$ cat src/rtl/slide_offset_ctrl.sv
// slide_offset_ctrl
//   Sequencer for vslideup/vslidedown column-offset generation. Accepts one
//   slide command (direction, shift amount, VL), walks it through
//   LOAD -> RUN (one beat per lane group) -> DONE, and drives the control
//   inputs of the column offset register. One command in flight; stall-aware.
// Ports
//   clk_i, rst_i          clock, synchronous active-high reset
//   start_i / ready_o     command handshake (accepted when both high)
//   slide_dir_i           0 = slide up, 1 = slide down
//   shift_amount_i, vl_i  slide offset and vector length, sampled at accept
//   stall_i               freezes RUN progress
//   shift_amount_o        latched shift amount
//   input_sel_o           00 NOP, 01 right shift, 10 left shift, 11 load
//   adder_input_sel_o     00 SA+i, 01 SA+VLANE_NUM-i, 11 idle
//   en_comp_o             valid-data compare enable
//   start_decrementor_o   advance write-enable decrementor
//   beat_idx_o            current beat in RUN, else 0
//   busy_o, done_o        ~ready_o, one-cycle completion pulse
module slide_offset_ctrl #(
  parameter int VREG_LOC_PER_LANE = 8,
  parameter int VLANE_NUM         = 8,
  localparam int SA_W   = $clog2(VREG_LOC_PER_LANE*4*8*VLANE_NUM),
  localparam int BEAT_W = $clog2(VREG_LOC_PER_LANE*4*8) + 1
) (
  input  logic              clk_i,
  input  logic              rst_i,
  input  logic              start_i,
  output logic              ready_o,
  input  logic              slide_dir_i,
  input  logic [SA_W-1:0]   shift_amount_i,
  input  logic [SA_W:0]     vl_i,
  input  logic              stall_i,
  output logic [SA_W-1:0]   shift_amount_o,
  output logic [1:0]        input_sel_o,
  output logic [1:0]        adder_input_sel_o,
  output logic              en_comp_o,
  output logic              start_decrementor_o,
  output logic [BEAT_W-1:0] beat_idx_o,
  output logic              busy_o,
  output logic              done_o
);

  localparam int LG_LANES = $clog2(VLANE_NUM);
  // One bit of headroom over vl so the rounding add can never overflow.
  localparam int NB_W = SA_W + 2;
  localparam logic [NB_W-1:0] ROUND = NB_W'(VLANE_NUM - 1);

  typedef enum logic [1:0] {
    S_IDLE = 2'd0,
    S_LOAD = 2'd1,
    S_RUN  = 2'd2,
    S_DONE = 2'd3
  } state_t;

  state_t            r_state, w_next;
  logic              r_dir;
  logic [SA_W-1:0]   r_sa;
  logic [NB_W-1:0]   r_last;   // nbeats-1, index of the final beat
  logic [BEAT_W-1:0] r_beat;

  logic              w_accept;
  logic [NB_W-1:0]   w_nbeats;
  logic [NB_W-1:0]   w_beat_ext;
  logic              w_last_beat;

  assign w_accept    = (r_state == S_IDLE) && start_i;
  assign w_nbeats    = ({1'b0, vl_i} + ROUND) >> LG_LANES;
  assign w_beat_ext  = {{(NB_W-BEAT_W){1'b0}}, r_beat};
  assign w_last_beat = (w_beat_ext == r_last);

  always_ff @(posedge clk_i) begin
    if (rst_i) begin
      r_state <= S_IDLE;
      r_dir   <= 1'b0;
      r_sa    <= '0;
      r_last  <= '0;
      r_beat  <= '0;
    end else begin
      r_state <= w_next;
      if (w_accept) begin
        r_dir  <= slide_dir_i;
        r_sa   <= shift_amount_i;
        // vl==0 skips RUN entirely, so the wrapped value is never used.
        r_last <= w_nbeats - NB_W'(1);
      end
      if (r_state == S_LOAD)
        r_beat <= '0;
      else if (r_state == S_RUN && !stall_i)
        r_beat <= r_beat + BEAT_W'(1);
    end
  end

  always_comb begin
    w_next              = r_state;
    ready_o             = 1'b0;
    done_o              = 1'b0;
    input_sel_o         = 2'b00;
    adder_input_sel_o   = 2'b11;
    en_comp_o           = 1'b0;
    start_decrementor_o = 1'b0;
    beat_idx_o          = '0;
    unique case (r_state)
      S_IDLE: begin
        ready_o = 1'b1;
        if (start_i)
          w_next = (vl_i == '0) ? S_DONE : S_LOAD;
      end
      S_LOAD: begin
        input_sel_o       = 2'b11;
        adder_input_sel_o = r_dir ? 2'b01 : 2'b00;
        w_next            = S_RUN;
      end
      S_RUN: begin
        en_comp_o  = 1'b1;
        beat_idx_o = r_beat;
        // A stalled beat keeps compare enabled but issues no shift.
        if (!stall_i) begin
          input_sel_o         = r_dir ? 2'b10 : 2'b01;
          start_decrementor_o = 1'b1;
          if (w_last_beat)
            w_next = S_DONE;
        end
      end
      S_DONE: begin
        done_o = 1'b1;
        w_next = S_IDLE;
      end
      default: w_next = S_IDLE;
    endcase
  end

  assign busy_o         = ~ready_o;
  assign shift_amount_o = r_sa;

endmodule

$ cat config.mk
export PLATFORM = sky130hd
export DESIGN_NAME = slide_offset_ctrl
export DESIGN_NICKNAME = d
export VERILOG_FILES = /design/src/rtl/slide_offset_ctrl.sv
export SDC_FILE = /design/constraint.sdc
export NUM_CORES = 1
export LEC_CHECK = 0
export BUFFER_PORTS_ARGS = -buffer_cell sky130_fd_sc_hd__buf_2
export CAP_MARGIN = 20
export CORE_MARGIN = 1
export CORE_UTILIZATION = 51
export CTS_BUF_LIST = sky130_fd_sc_hd__clkbuf_16
export DETAILED_ROUTE_END_ITERATION = 7
export GPL_TIMING_DRIVEN = 0
export HOLD_SLACK_MARGIN = 0.15
export MAX_ROUTING_LAYER = met4
export PLACE_DENSITY = 0.85
export SYNTH_ARGS = -nofsm -noshare
export SYNTH_HDL_FRONTEND = slang
export SYNTH_SLANG_ARGS = --single-unit
$ cat constraint.sdc
create_clock -name clk_i -period 2.3 [get_ports clk_i]
set_input_delay 0.23 -clock clk_i [delete_from_list [all_inputs] [get_ports clk_i]]
set_output_delay 0.23 -clock clk_i [all_outputs]
set_load 0.02 [all_outputs]
==> metrics.md, run 1 <==
| Metric | Value |
|---|---|
| Multi-input gate area in the final layout | 1080 µm² |
| Number of placement rows | 21 |
| Total DRC errors in the routed layout | 0 |
| Family of cells with the greatest summed delay on the critical path | buffers and inverters |
| Cell types with the largest area share after synthesis | dfxtp_1 37%, nand2_1 8.2%, xor2_1 7.2%, a21oi_1 6.3%, ha_1 4.1% |
| Compound-gate portion of the synthesized area | 13.3% |
| Simple-gate share of the synthesized area | 29.4% |
| Total power per unit cell area | 956 nW/µm² |
| Number of cells upsized or downsized after cts | 0 |
| Adder-cell share of the synthesized area | 4.11% |
| I/O pin count | 57 |
| Power consumption | 2.19 mW |
| Placement Setup Slack | 0.0853 ns |
| Crit share post-route | 86.1% |
| Setup repair bufs after CTS | 0 |
| Least setup slack across all paths after layout | 0.319 ns |
| Data required time of the worst path | 2.50 ns |
| Area after detailed placement | 2160 µm² |
| Most frequent cell on the critical path | clkbuf_1 |
| MaxCap Viol Count | 0 |
| Outcome | finished, final reports clean |
| Final antenna diode count | 0 |
| Total number of clock tree sinks | 34 |
| Gp weighted congestion | 0.849 |
| Startpoint of the lowest-slack register-to-register path | r_state[0] |
| Area of the mapped netlist | 1830 µm² |
| Static leakage power | 1.00 nW |
| H-tree depth | 2 |
| Area share of the largest cell type after synthesis | 37.2% |
| Net count of the finished layout | 321 |
| Post-DP HPWL | 3.20 mm |
| Summed negative setup slack over all endpoints | 0 ns |
| Total routing usage reported by global routing | 23.9% |
| Clock buffers created by TritonCTS | 5 |
| Worst clock skew | 0.00368 ns |
| Cell accounting for the most synthesized area | dfxtp_1 |
| Register-to-Register Setup Slack | 0.32 ns |
| Normalized max-slew margin | 67.7% |
| Share of synthesized flip-flops with an asynchronous set or reset | 0% |
| Kind of launch point of the worst setup path | register |
| Worst setup path endpoint | r_last[4] |
| Max stage delay on crit path | 0.42 ns |
| Number of buffers and inverters on the critical path | 3 |
| Startpoint of the most critical setup path | r_state[0] |
| Average via count per standard cell | 5.22 |
| Synthesized netlist cell count | 226 |
| Latest clock arrival within the worst-skew pair | 0.28 ns |
| Hold path startpoint | shift_amount_i[7] |
| Grt ovf | 0 |
| Logic depth of the worst path, buffers included | 7 |
| Synth warnings | 0 |
| Crit path capture type | register |
| Max Transition Viols Final | 0 |
| First-pass detailed-route iteration total | 4 |
| Flops & latches, synth | 34 |
| Slowest CP cell | clkbuf_1 |
| Routed via count | 1738 |
| Worst Tran Pin Value | 0.484 ns |
| Effective utilization at floorplan | 53.9% |
| Multiplexer area fraction after synthesis | 1.10% |
| Worst hold slack after final layout | 0.192 ns |
| Layout cell share with drive strength beyond 1 | 24.4% |
| Number of distinct standard cells referenced by the synthesized netlist | 40 |
| Upper clock frequency limit | 505 MHz |
| RSZ-0062 raised after global routing | false |
| Height of the die | 61.9 µm |
| Fillcell total | 285 |
| CTS tree | built |
| Final non-filler cell area | 2290 µm² |
| Pin count of the biggest net entering global routing | 11 |
| Area share of xor/xnor cells in the synthesized design | 11.0% |
| Peak VDD IR | 466 µV |
| Number of flops mapped to enable cells by yosys | 0 |
| Number of global-route vias before repair | 1481 |
| Fraction of the yosys area taken by sequential cells | 37.2% |
| Core Footprint | 3390 µm² |
| Largest family of logic cells by synthesized area | simple AND/OR/NAND/NOR gates |
| Initial antenna violation count | 0 |
| Area used by sequential logic in the layout | 681 µm² |
| Critical path arrival | 2.19 ns |
| Net count after synthesis | 260 |
| Fin crit period | 1.98 ns |
| Class of the tightest hold or removal check | primary input to register |
| Number of setup violations in the final report | 0 |
| Hold violation count in the final report | 0 |
| Max Root-Sink Buffers | 2 |
| Synth Flop Type | dfxtp_1 |
| Root buffer cell | clkbuf_16 |
| Die area | 3830 µm² |
| Mean instance size in the synthesized netlist | 8.09 µm² |
| Maximum fanout along the worst path | 10 |
| Clk slew on worst S/H paths | 0.05 ns |
| First-pass GRT wire length | 6.38 mm |
| I/O Buffers | 54 |
| Worst reg-to-reg path cell count | 7 |
| Starting DRC count in detailed routing | 107 |
| Layout Area Growth over Synthesis | 25.2% |
| Total wire length | 4.17 mm |
| Horizontal die dimension | 61.9 µm |
| Number of nets with antenna violations after routing | 0 |
| Routed WL per cell | 12.5 µm |
| Total of hold buffers inserted after clock tree synthesis | 0 |
| Cell Chain, Critical Path | inv_1 -> ha_1 -> and2_1 -> clkbuf_1 -> clkbuf_1 -> nand3_1 -> a21oi_1 |
| FF-to-FF End | r_last[4] |
| Category of the most critical setup path | register to register |
[synthesized netlist by cell type, types with 4 or more instances]
library cell and count:
nor2_1 16, xor2_1 15, clkbuf_1 8, ha_1 6
nor3_1 5, xnor2_1 8, a211oi_1 4, a21oi_1 23
inv_1 5, nand3_1 5, o21ai_0 5, or3_1 6
dfxtp_1 34, and2_1 10, nand4_1 4, nand2_1 40
[area by class of cell]
class                   instances  share of cell area [%]
plain buffers                  12                    2.24
clock buffers                   5                    5.47
repair buffers                 54                    11.8
inverters                       5                   0.820
flip-flops and latches         34                    29.7
multi-input cells             175                    47.1
well taps                      46                    2.52
clock inverters                 2                   0.328
[stage by stage]
stage / utilization, % / cells
4_1_cts: 67.5 / 333
2_1_floorplan: - / 226
3_5_place_dp: 63.6 / 326
6_report: 67.5 / 333
3_3_place_gp: 63.6 / 326
5_1_grt: 67.5 / 333
[cells in the final DEF, fill, tap and decap left out, drive strengths merged, types with 2 or more instances in the layout]
| master | count |
|---|---|
| buf | 57 |
| nand2 | 40 |
| dfxtp | 34 |
| a21oi | 24 |
| nor2 | 16 |
| xor2 | 15 |
| clkbuf | 14 |
| and2 | 10 |
| xnor2 | 8 |
| inv | 7 |
| or3 | 7 |
| nor3 | 7 |
| ha | 6 |
| nand3 | 5 |
| o21ai | 5 |
| nand4 | 4 |
| a211oi | 4 |
| nor4 | 4 |
| nor2b | 3 |
| and3 | 3 |
| nand2b | 2 |
| mux2i | 2 |
[logic make-up (layout without fill, tap and decap cells)]
family                   Yosys count  in the layout
buffers and inverters             17             78
adder cells (fa/ha/maj)            6              6
AO/OA/AOI/OAI                     39             39
multiplexers                       2              2
AND/OR/NAND/NOR                  105            105
flip-flops                        34             34
XOR/XNOR                          23             23
[layer usage]
layer  track usage, %  vias to the layer above  wire, µm
met2             40.6                       35      2140
met3             6.21                        7       154
met1             26.9                      811      1800
met5                -                        -         0
met4             8.89                        0        76
li1                 -                      885         -
[worst reg2reg max path, cell delays in order, from the launching register on]
cell	delay [ns]
dfxtp_1	0.32
inv_1	0.10
ha_1	0.29
and2_1	0.17
clkbuf_1	0.25
clkbuf_1	0.42
nand3_1	0.18
a21oi_1	0.18
[worst min-delay path by stage]
stage	endpoint	cells after the start
after global routing	shift_amount_o[0]	3
after floorplan	r_state[0]	1
after CTS	shift_amount_o[7]	3
after detailed placement	r_last[9]	2
final	shift_amount_o[7]	3
after global placement	shift_amount_o[6]	2
[where the power goes]
group / switching, mW / internal [mW] / total [mW]
registers: 0.0640 / 0.686 / 0.750
clock network: 0.224 / 0.386 / 0.610
logic: 0.527 / 0.301 / 0.828
total: 0.815 / 1.37 / 2.19
[state kept, by name (all words and copies together) (netlist names)]
name and flops:
r_last 11, shift_amount_o 11, r_beat 9, r_state 2, r_dir 1
(Power assumes the default switching activity.)
==> inputs of run 2 (changes only) <==
--- a/config.mk
+++ b/config.mk
@@ -15,6 +15,7 @@
 export HOLD_SLACK_MARGIN = 0.15
 export MAX_ROUTING_LAYER = met4
 export PLACE_DENSITY = 0.85
+export SKIP_CTS_REPAIR_TIMING = 1
 export SYNTH_ARGS = -nofsm -noshare
 export SYNTH_HDL_FRONTEND = slang
 export SYNTH_SLANG_ARGS = --single-unit
==> constraint.sdc (replaced) <==
create_clock -name clk_i -period 2.11 [get_ports clk_i]
set_input_delay 0.211 -clock clk_i [delete_from_list [all_inputs] [get_ports clk_i]]
set_output_delay 0.211 -clock clk_i [all_outputs]
set_load 0.02 [all_outputs]
==> run 2 against run 1 <==
Net effect:
- design area is 0.11% higher
- clock skew barely moved
- critical path type is now primary input to register
- register-to-register slack got worse by 0.02 ns
- combinational power rose by 9.5%
- first-iteration DRC count increased by 14%
- clock-buffer cell count did not move
- die area stayed put
- critical path depth rose by 3
==> metrics.md, run 2 (same netlist as run 1, synthesis figures left out) <==
| Metric | Value |
|---|---|
| Clock buffers created by TritonCTS | 5 |
| Number of setup violations in the final report | 0 |
| Worst Tran Pin Value | 0.486 ns |
| MaxCap Viol Count | 0 |
| Total DRC errors in the routed layout | 0 |
| Horizontal die dimension | 61.9 µm |
| Crit share post-route | 91.8% |
| Number of placement rows | 21 |
| Post-route non-filler standard cell count | 333 |
| Average via count per standard cell | 5.24 |
| Height of the die | 61.9 µm |
| Gp weighted congestion | 0.849 |
| Multi-input gate area in the final layout | 1080 µm² |
| Layout Area Growth over Synthesis | 25.3% |
| Total number of clock tree sinks | 34 |
| Outcome | finished, final reports clean |
| Total power per unit cell area | 1040 nW/µm² |
| Latest clock arrival within the worst-skew pair | 0.27 ns |
| I/O pin count | 57 |
| RSZ-0062 raised after global routing | false |
| Cell Chain, Critical Path | buf_2 -> nor3_2 -> or2b_1 -> xor2_1 -> ha_1 -> buf_1 -> nor3_1 -> or3_1 -> nand3_1 -> a21oi_1 |
| Category of the most critical setup path | primary input to register |
| Final antenna diode count | 0 |
| Total wire length | 4.17 mm |
| Pin count of the biggest net entering global routing | 11 |
| Max Root-Sink Buffers | 2 |
| Hold violation count in the final report | 0 |
| Fillcell total | 283 |
| Post-DP HPWL | 3.20 mm |
| Kind of launch point of the worst setup path | primary input |
| Worst clock skew | 0.00320 ns |
| Initial antenna violation count | 0 |
| Max Transition Viols Final | 0 |
| Placed cell count | 326 |
| Layout cell share with drive strength beyond 1 | 25.1% |
| Crit path capture type | register |
| I/O Buffers | 54 |
| Area used by sequential logic in the layout | 681 µm² |
| Net count of the finished layout | 321 |
| H-tree depth | 2 |
| Highest-count cells in the layout ignoring fill and taps | 55 x buf_2, 40 x nand2_1, 34 x dfxtp_1, 23 x a21oi_1, 16 x nor2_1 |
| CTS tree | built |
| Grt ovf | 0 |
| Clk slew on worst S/H paths | 0.05 ns |
| First-pass detailed-route iteration total | 4 |
| First-pass GRT wire length | 6.38 mm |
| Power consumption | 2.39 mW |
| Number of nets with antenna violations after routing | 0 |
| Die area | 3830 µm² |
| Worst hold slack after final layout | 0.172 ns |
| Number of global-route vias before repair | 1481 |
| Core Footprint | 3390 µm² |
| Static leakage power | 1.01 nW |
| Routed via count | 1744 |
| Upper clock frequency limit | 516 MHz |
| Routed WL per cell | 12.5 µm |
| Fin crit period | 1.94 ns |
| Data required time of the worst path | 2.25 ns |
| Peak VDD IR | 509 µV |
| Max stage delay on crit path | 0.36 ns |
| Leading cell type in the layout, fill and taps excluded | buf_2 |
| Effective utilization at floorplan | 53.9% |
| Normalized max-slew margin | 67.6% |
| Class of the tightest hold or removal check | primary input to register |
| Root buffer cell | clkbuf_16 |
| Maximum fanout along the worst path | 9 |
| Slowest CP cell | or3_1 |
| Starting DRC count in detailed routing | 122 |
| Critical path arrival | 2.08 ns |
| Total routing usage reported by global routing | 23.9% |
==> run 2: changes by cell type in the layout (fill, tap and decap cells not counted) <==
cell / delta
clkbuf_1: -2
clkbuf_2: +2
==> run 2: path summary, 6_finish.rpt <==
check	from	endpoint	slack [ns]	depth (start not counted)
max reg2reg	r_state[0]	r_last[4]	0.30	7
min reg2reg	shift_amount_o[3]	shift_amount_o[3]	0.45	2
min	shift_amount_i[8]	shift_amount_o[8]	0.17	3
max	vl_i[2]	r_last[4]	0.17	10
==> run 2: worst max-delay path, delay by kind of cell <==
family / cells / cell delay, ns
compound gates: 1 / 0.07
buf+inv: 2 / 0.41
xor+xnor: 1 / 0.17
simple gates: 5 / 1.03
fa+ha+maj: 1 / 0.17
==> run 2: metrics by stage <==
stage / worst slack, ns / TNS (ns) / cell area (µm²) / utilization (%)
global placement: -0.00324 / -0.00324 / 2160 / 63.6
CTS: 0.122 / 0 / 2290 / 67.5
detailed placement: -0.0857 / -0.152 / 2160 / 63.6
floorplan: 0.283 / 0 / 1830 / -
global route: 0.0451 / 0 / 2290 / 67.6
finish: 0.174 / 0 / 2290 / 67.6
==> run 2: report_power, final <==
part | total, mW | leakage, nW | internal, mW | switching [mW]
registers | 0.818 | 0.278 | 0.748 | 0.0698
logic | 0.907 | 0.659 | 0.332 | 0.575
clock network | 0.663 | 0.0723 | 0.421 | 0.242
total | 2.39 | 1.01 | 1.50 | 0.887
==> run 2: final cells by class <==
type	instances	area share, %
Inverter	5	0.819
Timing Repair Buffer	54	11.8
Tap cell	46	2.51
Buffer	12	2.35
Multi-Input combinational cell	175	47.0
Clock inverter	2	0.328
Clock buffer	5	5.46
Sequential cell	34	29.7
==> run 2: layer usage <==
metal | track usage, % | routed length, µm | up-vias
met3 | 6.21 | 160 | 7
met5 | - | 0 | -
li1 | - | - | 887
met1 | 26.9 | 1780 | 813
met4 | 8.89 | 76 | 0
met2 | 40.6 | 2150 | 37
==> inputs of run 3 (changes only) <==
==> config.mk (replaced) <==
export PLATFORM = sky130hd
export DESIGN_NAME = slide_offset_ctrl
export DESIGN_NICKNAME = d
export VERILOG_FILES = /design/src/rtl/slide_offset_ctrl.sv
export SDC_FILE = /design/constraint.sdc
export NUM_CORES = 1
export LEC_CHECK = 0
export CAP_MARGIN = 20
export CORE_MARGIN = 1
export CORE_UTILIZATION = 62
export CTS_BUF_LIST = sky130_fd_sc_hd__clkbuf_16
export DETAILED_ROUTE_END_ITERATION = 7
export DONT_BUFFER_PORTS = 1
export GPL_TIMING_DRIVEN = 1
export HOLD_SLACK_MARGIN = 0.15
export MAX_ROUTING_LAYER = met4
export PLACE_DENSITY = 0.83
export SKIP_CTS_REPAIR_TIMING = 1
export SYNTH_ARGS = -nofsm -noshare
export SYNTH_HDL_FRONTEND = slang
export SYNTH_SLANG_ARGS = --single-unit
==> run 3 against run 2 <==
Net effect:
- non-clock buffer count down 45
- final cell count fell by 18%
- via count shrank 8.5%
- critical path type is now register to output pin
==> metrics.md, run 3 (same netlist as run 1, synthesis figures left out) <==
| Metric | Value |
|---|---|
| Outcome | finished, final reports clean |
| Number of nets with antenna violations after routing | 0 |
| Worst clock skew | 0.00326 ns |
| Number of setup violations in the final report | 0 |
| Worst Tran Pin Value | 0.837 ns |
| First-pass detailed-route iteration total | 4 |
| Root buffer cell | clkbuf_16 |
| Total number of clock tree sinks | 34 |
| Maximum fanout along the worst path | 6 |
| Hold Crit Depth | 3 |
| Peak VDD IR | 1130 µV |
| Leading cell type in the layout, fill and taps excluded | nand2_1 |
| Starting DRC count in detailed routing | 35 |
| Register-to-Register Setup Slack | 0.29 ns |
| Average via count per standard cell | 5.84 |
| Total wire length | 4.11 mm |
| Latest clock arrival within the worst-skew pair | 0.28 ns |
| Crit share post-route | 90.1% |
| Post-DP HPWL | 2.85 mm |
| Routed via count | 1595 |
| MaxCap Viol Count | 0 |
| Worst hold slack after final layout | 0.170 ns |
| Startpoint of the lowest-slack register-to-register path | r_state[0] |
| End point of the most critical hold path | r_last[11] |
| Kind of launch point of the worst setup path | register |
| Max stage delay on crit path | 0.32 ns |
| Most frequent cell on the critical path | buf_4 |
| Crit path capture type | output pin |
| Total power per unit cell area | 1130 nW/µm² |
| Category of the most critical setup path | register to output pin |
| Total routing usage reported by global routing | 27.9% |
| Worst reg-to-reg path cell count | 7 |
| FF-to-FF End | r_last[1] |
| Grt ovf | 0 |
| Pin count of the biggest net entering global routing | 25 |
| Final antenna diode count | 0 |
| RSZ-0062 raised after global routing | false |
| Clock buffers created by TritonCTS | 5 |
| Routed WL per cell | 15.1 µm |
| Height of the die | 56.3 µm |
| Initial antenna violation count | 0 |
| Fin crit period | 1.90 ns |
| H-tree depth | 2 |
| Slowest CP cell | dfxtp_1 |
| I/O Buffers | 0 |
| Horizontal die dimension | 56.3 µm |
| Family of cells with the greatest summed delay on the critical path | buffers and inverters |
| Max Transition Viols Final | 0 |
| Static leakage power | 0.832 nW |
| Data required time of the worst path | 1.90 ns |
| Hold path startpoint | vl_i[11] |
| Net count of the finished layout | 276 |
| Number of buffers and inverters on the critical path | 3 |
| CTS tree | built |
| Clk slew on worst S/H paths | 0.05 ns |
| Upper clock frequency limit | 526 MHz |
| Class of the tightest hold or removal check | primary input to register |
| Max Root-Sink Buffers | 2 |
| Number of placement rows | 19 |
| Hold violation count in the final report | 0 |
| I/O pin count | 57 |
| Critical path arrival | 1.69 ns |
| Number of global-route vias before repair | 1458 |
| First-pass GRT wire length | 6.58 mm |
| Effective utilization at floorplan | 65.7% |
| Normalized max-slew margin | 44.0% |
| Summed negative setup slack over all endpoints | 0 ns |
| Highest-count cells in the layout ignoring fill and taps | 40 x nand2_1, 34 x dfxtp_1, 23 x a21oi_1, 16 x nor2_1, 15 x xor2_1 |
| Layout Area Growth over Synthesis | 18.4% |
| Layout cell share with drive strength beyond 1 | 9.09% |
| Core Footprint | 2780 µm² |
| Die area | 3170 µm² |
| Total DRC errors in the routed layout | 0 |
| Gp weighted congestion | 0.851 |
| Cell Chain, Critical Path | inv_1 -> ha_1 -> nor2b_1 -> buf_4 -> nand2b_1 -> a21boi_0 -> buf_4 |
[run 3: worst max path at each step]
stage / cells after the start / from / to / slack, ns
after floorplan: 9 / vl_i[2] / r_last[4] / 0.28
after global placement: 8 / vl_i[2] / r_last[4] / 0.34
after detailed placement: 8 / vl_i[2] / r_last[4] / 0.24
after CTS: 7 / r_state[0] / input_sel_o[0] / 0.21
after global routing: 7 / r_state[0] / input_sel_o[0] / 0.03
final: 7 / r_state[0] / input_sel_o[0] / 0.21
[run 3: tightest hold or removal path: stages]
cell     delay [ns]
nor4b_2        0.03
a21oi_1        0.11
nor2_1         0.04
[run 3: area by class of cell]
class,instances,area [µm²]
Clock buffer,5,125
Clock inverter,2,33.8
Fill cell,188,617
Inverter,5,18.8
Multi-Input combinational cell,175,1080
Sequential cell,34,681
Tap cell,31,38.8
Timing Repair Buffer,21,190
[run 3: layer usage]
layer	GRT usage [%]	share of wire, %	vias to the layer above
met1	31.7	42	735
met5	-	0	-
li1	-	-	800
met3	8.99	6.0	6
met4	8.71	1.3	0
met2	46.8	51	54
[run 3: report_power, final]
group / switching [mW] / leakage, nW / internal [mW] / total [mW]
sequential: 0.122 / 0.278 / 0.749 / 0.871
clock: 0.248 / 0.0773 / 0.545 / 0.793
combinational: 0.480 / 0.477 / 0.302 / 0.782
[run 3: stage by stage]
stage | setup slack (ns) | util, % | cells | instance area, µm² | power, mW
6_report | 0.210 | 77.8 | 273 | 2160 | 2.45
5_1_grt | 0.0327 | 77.8 | 273 | 2160 | 2.57
4_1_cts | 0.211 | 73.1 | 260 | 2030 | 2.43
3_5_place_dp | 0.241 | 67.4 | 253 | 1880 | 1.62
3_3_place_gp | 0.337 | 67.4 | 253 | 1880 | 1.60
2_1_floorplan | 0.283 | - | 226 | 1830 | 1.46
